[src/rtl/max_stream_reducer.sv]
// Running-maximum reducer: folds a valid/ready operand stream into one max/count/overflow result per frame.
// Define MAX_ARGIDX_EN to add the out_idx port and the argmax index register.
module max_stream_reducer #(
  parameter int WIDTH = 4,
  parameter int CNT_W = 4
) (
  input  logic             clk,
  input  logic             rst,
  input  logic             in_valid,
  output logic             in_ready,
  input  logic [WIDTH-1:0] in_data,
  input  logic             in_last,
  output logic             out_valid,
  input  logic             out_ready,
  output logic [WIDTH-1:0] out_max,
  output logic [CNT_W-1:0] out_count,
  output logic             out_ovf
`ifdef MAX_ARGIDX_EN
  ,
  output logic [CNT_W-1:0] out_idx
`endif
);

  typedef enum logic {ACCUM, HOLD} state_t;

  localparam logic [CNT_W-1:0] CNT_SAT = '1;

  state_t           state_q, state_d;
  logic [WIDTH-1:0] max_q, max_d;
  logic [CNT_W-1:0] count_q, count_d;
  logic             ovf_q, ovf_d;
  logic             first_q, first_d;
  logic             accept, deliver, sat;

  assign accept  = in_valid && (state_q == ACCUM);
  assign deliver = out_ready && (state_q == HOLD);
  assign sat     = (count_q == CNT_SAT);

  always_ff @(posedge clk) begin
    if (rst) begin
      state_q <= ACCUM;
    end else begin
      state_q <= state_d;
    end
  end

  always_comb begin
    state_d = state_q;
    case (state_q)
      ACCUM:   if (accept && in_last) state_d = HOLD;
      HOLD:    if (out_ready) state_d = ACCUM;
      default: state_d = ACCUM;
    endcase
  end

  // Handshake flags come straight from the state register, so no input reaches an output combinationally.
  always_comb begin
    in_ready  = (state_q == ACCUM);
    out_valid = (state_q == HOLD);
  end

  always_comb begin
    max_d   = max_q;
    count_d = count_q;
    ovf_d   = ovf_q;
    first_d = first_q;
    if (accept) begin
      first_d = 1'b0;
      if (first_q) begin
        max_d   = in_data;
        count_d = CNT_W'(1);
        ovf_d   = 1'b0;
      end else begin
        if (in_data > max_q) max_d = in_data;
        if (sat) ovf_d = 1'b1;
        else     count_d = count_q + CNT_W'(1);
      end
    end else if (deliver) begin
      first_d = 1'b1;
    end
  end

  always_ff @(posedge clk) begin
    if (rst) begin
      max_q   <= '0;
      count_q <= '0;
      ovf_q   <= 1'b0;
      first_q <= 1'b1;
    end else begin
      max_q   <= max_d;
      count_q <= count_d;
      ovf_q   <= ovf_d;
      first_q <= first_d;
    end
  end

  assign out_max   = max_q;
  assign out_count = count_q;
  assign out_ovf   = ovf_q;

`ifdef MAX_ARGIDX_EN
  logic [CNT_W-1:0] idx_q, idx_d;

  // count_q never exceeds its saturation value, so it doubles as the saturated position of the new beat.
  always_comb begin
    idx_d = idx_q;
    if (accept) begin
      if (first_q)              idx_d = '0;
      else if (in_data > max_q) idx_d = count_q;
    end
  end

  always_ff @(posedge clk) begin
    if (rst) begin
      idx_q <= '0;
    end else begin
      idx_q <= idx_d;
    end
  end

  assign out_idx = idx_q;
`endif

endmodule

[config.mk]
export PLATFORM = sky130hd
export DESIGN_NAME = max_stream_reducer
export DESIGN_NICKNAME = d
export VERILOG_FILES = /design/src/rtl/max_stream_reducer.sv
export SDC_FILE = /design/constraint.sdc
export NUM_CORES = 1
export LEC_CHECK = 0
export BUFFER_PORTS_ARGS = -buffer_cell sky130_fd_sc_hd__buf_4
export CAP_MARGIN = 40
export CORE_MARGIN = 10
export CORE_UTILIZATION = 47
export DETAILED_ROUTE_END_ITERATION = 10
export MAX_ROUTING_LAYER = met4
export PLACE_DENSITY = 0.8
export SLEW_MARGIN = 20
export SYNTH_ARGS = -nofsm -noshare
export SYNTH_HDL_FRONTEND = slang
export SYNTH_SLANG_ARGS = --single-unit
[constraint.sdc]
create_clock -name clk -period 4.05 [get_ports clk]
set_input_delay 0.81 -clock clk [delete_from_list [all_inputs] [get_ports clk]]
set_output_delay 0.81 -clock clk [all_outputs]
set_load 0.01 [all_outputs]
# == Yosys cells after proc, flatten, opt, wreduce, memory -nomap -nowiden ==
# Index checks and enable logic that the tools add are counted.
# word_totals
wordCells,30
register_bits,11
# op_classes
mux,11
bitwise_logic,1
n_eq_ne,2
add_sub_neg,1
n_reduce_logical,9
magnitude_cmp,1
# op_table
op,n
4-bit two-way mux,4
1-bit two-way mux,6
2-bit AND reduction,3
2-bit nonzero test,3
4-bit by 1-bit adder with 4-bit output (second input constant),1
4-bit equality test (second input constant),1
4-bit greater-than comparator,1
1-bit logical AND,3
2-bit != test (second input constant),1
1-bit case mux with 2 select lines,1
1-bit NOT,1

# == Longest topological paths before layout ==
# logic_depth
word_depth,5
ltp_mapped,6

# == Worst setup path after synthesis ==
# OpenSTA, ideal clock, no wires.
# synth_path
path_kind,input port to flip-flop
start,input in_data[1]
end,"register max_q[0], in the netlist out_max[0]"
slack_ns,2.226
t_arrival_ns,1.701
stages,5
required_ns,3.926
n_path_buf,0
cell_sequence,ha_1 nor2b_1 o31ai_2 a21oi_4 mux2i_1
# synth_between
elab_chain_cells,3
# synth_lines
item,line_no,text
start: declaration,11,"input logic [WIDTH-1:0] in_data,"
4-bit greater-than comparator,74,if (in_data > max_q) max_d = in_data;
2-bit nonzero test (no line),n/a,
2-bit AND reduction (no line),n/a,
end signal: assignment,90,max_q <= max_d;
end: declaration,29,"logic [WIDTH-1:0] max_q, max_d;"
# Every way passes these cells.
# A chain may end at the register's enable or synchronous reset.

# == Final worst setup path ==
# layout_path
start,input in_data[1]
end,"register max_q[2], in the netlist out_max[2]"
# The elaborated chain is that of the path after synthesis.

==> impl_metrics.csv <==
group,metric,value,unit
outcome,status,"completed",
sta,maxSlewViolCount,0,
placement,place_area,779.5,µm²
clocking,htree_levels,1,
setup_path,cp.depth,6,
sta,fmax,0.5790,GHz
layout,final_area,805.8,µm²
placement,place_ws,2.032,ns
clocking,post_cts_buffers,0,
synthesis,yosysTopAreaCellShare,34.78,%
setup_path,cp-end-kind,"flop",
setup_path,cp-start-kind,"primary input",
global_route,grt_pass1_vias,544,
sta,worst_slack,2.323,ns
setup_path,reg2reg_depth,6,
sta,skew,0.001249,ns
sta,rsz0062_at_grt,"no",
synthesis,ys_top_cells_by_area,"dfxtp_1 (35%), ha_1 (9.9%), nand2b_1 (7.9%)",
global_route,grtUsageTotal,8.807,%
sta,slew_headroom,74.10,%
global_route,grt_max_degree,16,
floorplanning,rows,13,
route,drt_iter0_markers,3,
setup_path,regToRegEndpoint,"out_max[2]$_SDFFE_PP0P_",
placement,portBuffers,19,
layout,final_cells,102,
pwr,powerDensity,310.3,nW/µm²
pwr,peakVddDrop,149.2,µV
route,firstDrtPassIters,4,
route,post-route-drc-count,0,
clocking,clk_latency,0.26,ns
setup_path,critPathLaunch,"in_data[1]",
setup_path,crit_type,"in2reg",
route,drt-total-wl,1.383,mm
setup_path,worstPathMaxFanout,4,
synthesis,syn_area,633.1,µm²
sta,final-setup-viol-count,0,
global_route,antenna_found_initial,0,
synthesis,synth_cell_types,27,
pwr,p_total,0.2501,mW
clocking,clk_pin_slew_worst_paths,0.07,ns
synthesis,yosysSeqAreaShare,34.78,%
layout,fin_nets,102,
clocking,cts_buffer_depth,2,
layout,area_growth_syn_to_layout,27.27,%
clocking,clockRootBuffer,"clkbuf_4",
synthesis,yosys-top-cells-count,"dfxtp_1 (11), nand2b_1 (8), inv_1 (6)",
setup_path,path_buf_inv,1,
synthesis,syn_inst,66,
floorplanning,die_height,56.70,µm
floorplanning,die_x,56.70,µm
setup_path,cpPeakStageDelay,0.29,ns
placement,place_congestion,0.8154,
clocking,cts_buffers,3,
synthesis,yosysMostFrequentCell,"dfxtp_1",
setup_path,cp-endpoint,"out_max[2]$_SDFFE_PP0P_",
layout,register_area,220.2,µm²
synthesis,synthFlopType,"dfxtp_1",
synthesis,synth_top_cell_by_area,"dfxtp_1",
route,postRouteAntennaNets,0,
synthesis,synth_edf_count,0,
sta,finalCriticalPeriod,1.727,ns
floorplanning,coreArea,1285,µm²
sta,setup-tns-final,0,ns
route,wl_per_cell,13.56,µm
layout,multi_input_area,375.4,µm²
setup_path,cp.arrival,1.87,ns
layout,antenna-diode-count,0,
global_route,grt_first_pass_wirelength,2.263,mm
synthesis,synthesis.nets,80,
placement,placed_cells,98,
clocking,cts_tree,"yes",
sta,final-hold-violation-count,0,
floorplanning,dieArea,3215,µm²
route,vias_per_cell,5.314,
floorplanning,ios,20,
setup_path,critPathRequiredTime,4.20,ns
synthesis,ys_ff_latch,11,
synthesis,async_flop_share,0,%
setup_path,cp_top_family,"compound AO/OA/AOI/OAI gates",
placement,dp_hpwl,1.120,mm
min_path,hp-class,"reg2reg",
global_route,grt_overflow_total,0,
setup_path,regToRegSetupSlack,2.59,ns
setup_path,cpMaxStageDelayCell,"ha_1",
setup_path,rr_startpoint,"out_max[1]$_SDFFE_PP0P_",
layout,drive_gt1_share,32.18,%
setup_path,crit_chain,"buf_4 > ha_1 > nor2b_1 > o31ai_2 > a21oi_4 > mux2i_1",
sta,min_period_over_period,42.65,%
pwr,p_leak,0.3514,nW
clocking,cts.sinks,11,
clocking,ctsHoldBuffers,0,
synthesis,yosys_warnings,0,
synthesis,syn_avg_cell_area,9.593,µm²
sta,worst_pin_slew,0.3868,ns
layout,nFillCells,102,
clocking,ctsResizeCount,0,
route,routed-via-count,542,
floorplanning,start_util,49.27,%
flow_run,cap_violations,0,
where the power goes:
part	leakage [nW]	total (mW)	switching [mW]	internal, mW
clock network	0.0150	0.0736	0.0355	0.0381
registers	0.0901	0.121	0.00671	0.114
logic	0.246	0.0558	0.0257	0.0302
total	0.351	0.250	0.0679	0.182
final cells by class:
class | instances | area share (%)
flip-flops and latches | 11 | 27.33
well taps | 15 | 2.329
inverters | 6 | 2.795
multi-input cells | 47 | 46.58
repair buffers | 19 | 17.70
clock buffers | 4 | 3.261
logic make-up (layout without fill, tap and decap cells):
logic type / count (synthesis) / count (layout) / share of synthesized area (%)
fa+ha+maj: 5 / 5 / 9.881
buf+inv: 8 / 29 / 5.928
flops: 11 / 11 / 34.78
compound gates: 17 / 17 / 20.36
simple gates: 20 / 20 / 20.36
mux: 5 / 5 / 8.695
worst reg2reg max path, cell delays in order (launching register included):
cell     delay [ns]
dfxtp_1        0.35
inv_1          0.06
ha_1           0.28
nor2b_1        0.14
o31ai_2        0.25
a21oi_4        0.13
mux2i_1        0.14
how the worst min path moves through the flow:
stage | start | endpoint | slack [ns] | depth (start not counted)
3_3_place_gp | out_max[2]$_SDFFE_PP0P_ | out_max[2]$_SDFFE_PP0P_ | 0.48 | 2
6_report | out_max[1]$_SDFFE_PP0P_ | out_max[1]$_SDFFE_PP0P_ | 0.49 | 2
4_1_cts | out_max[1]$_SDFFE_PP0P_ | out_max[1]$_SDFFE_PP0P_ | 0.50 | 2
3_5_place_dp | out_max[1]$_SDFFE_PP0P_ | out_max[1]$_SDFFE_PP0P_ | 0.49 | 2
2_1_floorplan | out_max[3]$_SDFFE_PP0P_ | out_max[3]$_SDFFE_PP0P_ | 0.50 | 2
5_1_grt | out_max[2]$_SDFFE_PP0P_ | out_max[2]$_SDFFE_PP0P_ | 0.55 | 2
metrics by stage:
stage               utilization, %  hold WS, ns
finish                       62.71       0.4924
global route                 62.71       0.5463
CTS                          62.71       0.5016
detailed placement           60.66       0.4866
global placement             60.66       0.4816
floorplan                        -       0.5038
state kept, by name (all words and copies together) (netlist names):
name       flops
out_count      4
first_q        1
out_valid      1
out_ovf        1
out_max        4
metal layers:
| layer | up-vias | global-route usage (%) | routed length [µm] | share of wire (%) |
|---|---|---|---|---|
| met4 | 0 | 4.124 | 21 | 1.5 |
| met2 | 13 | 14.11 | 700 | 51 |
| li1 | 276 | - | - | - |
| met3 | 2 | 4.270 | 75 | 5.4 |
| met1 | 251 | 8.809 | 586 | 42 |
| met5 | - | - | 0 | 0 |
layout by cell type, fill, tap and decap left out, drive strengths merged, types with 2 or more instances in the layout:
cell type,instances
o21bai,2
a211oi,3
inv,6
a21oi,5
nor2b,2
clkbuf,4
buf,19
ha,5
o21ai,2
and3,2
nand2b,8
dfxtp,11
nor2,4
mux2i,4
Power figures use the tool's default switching activity.
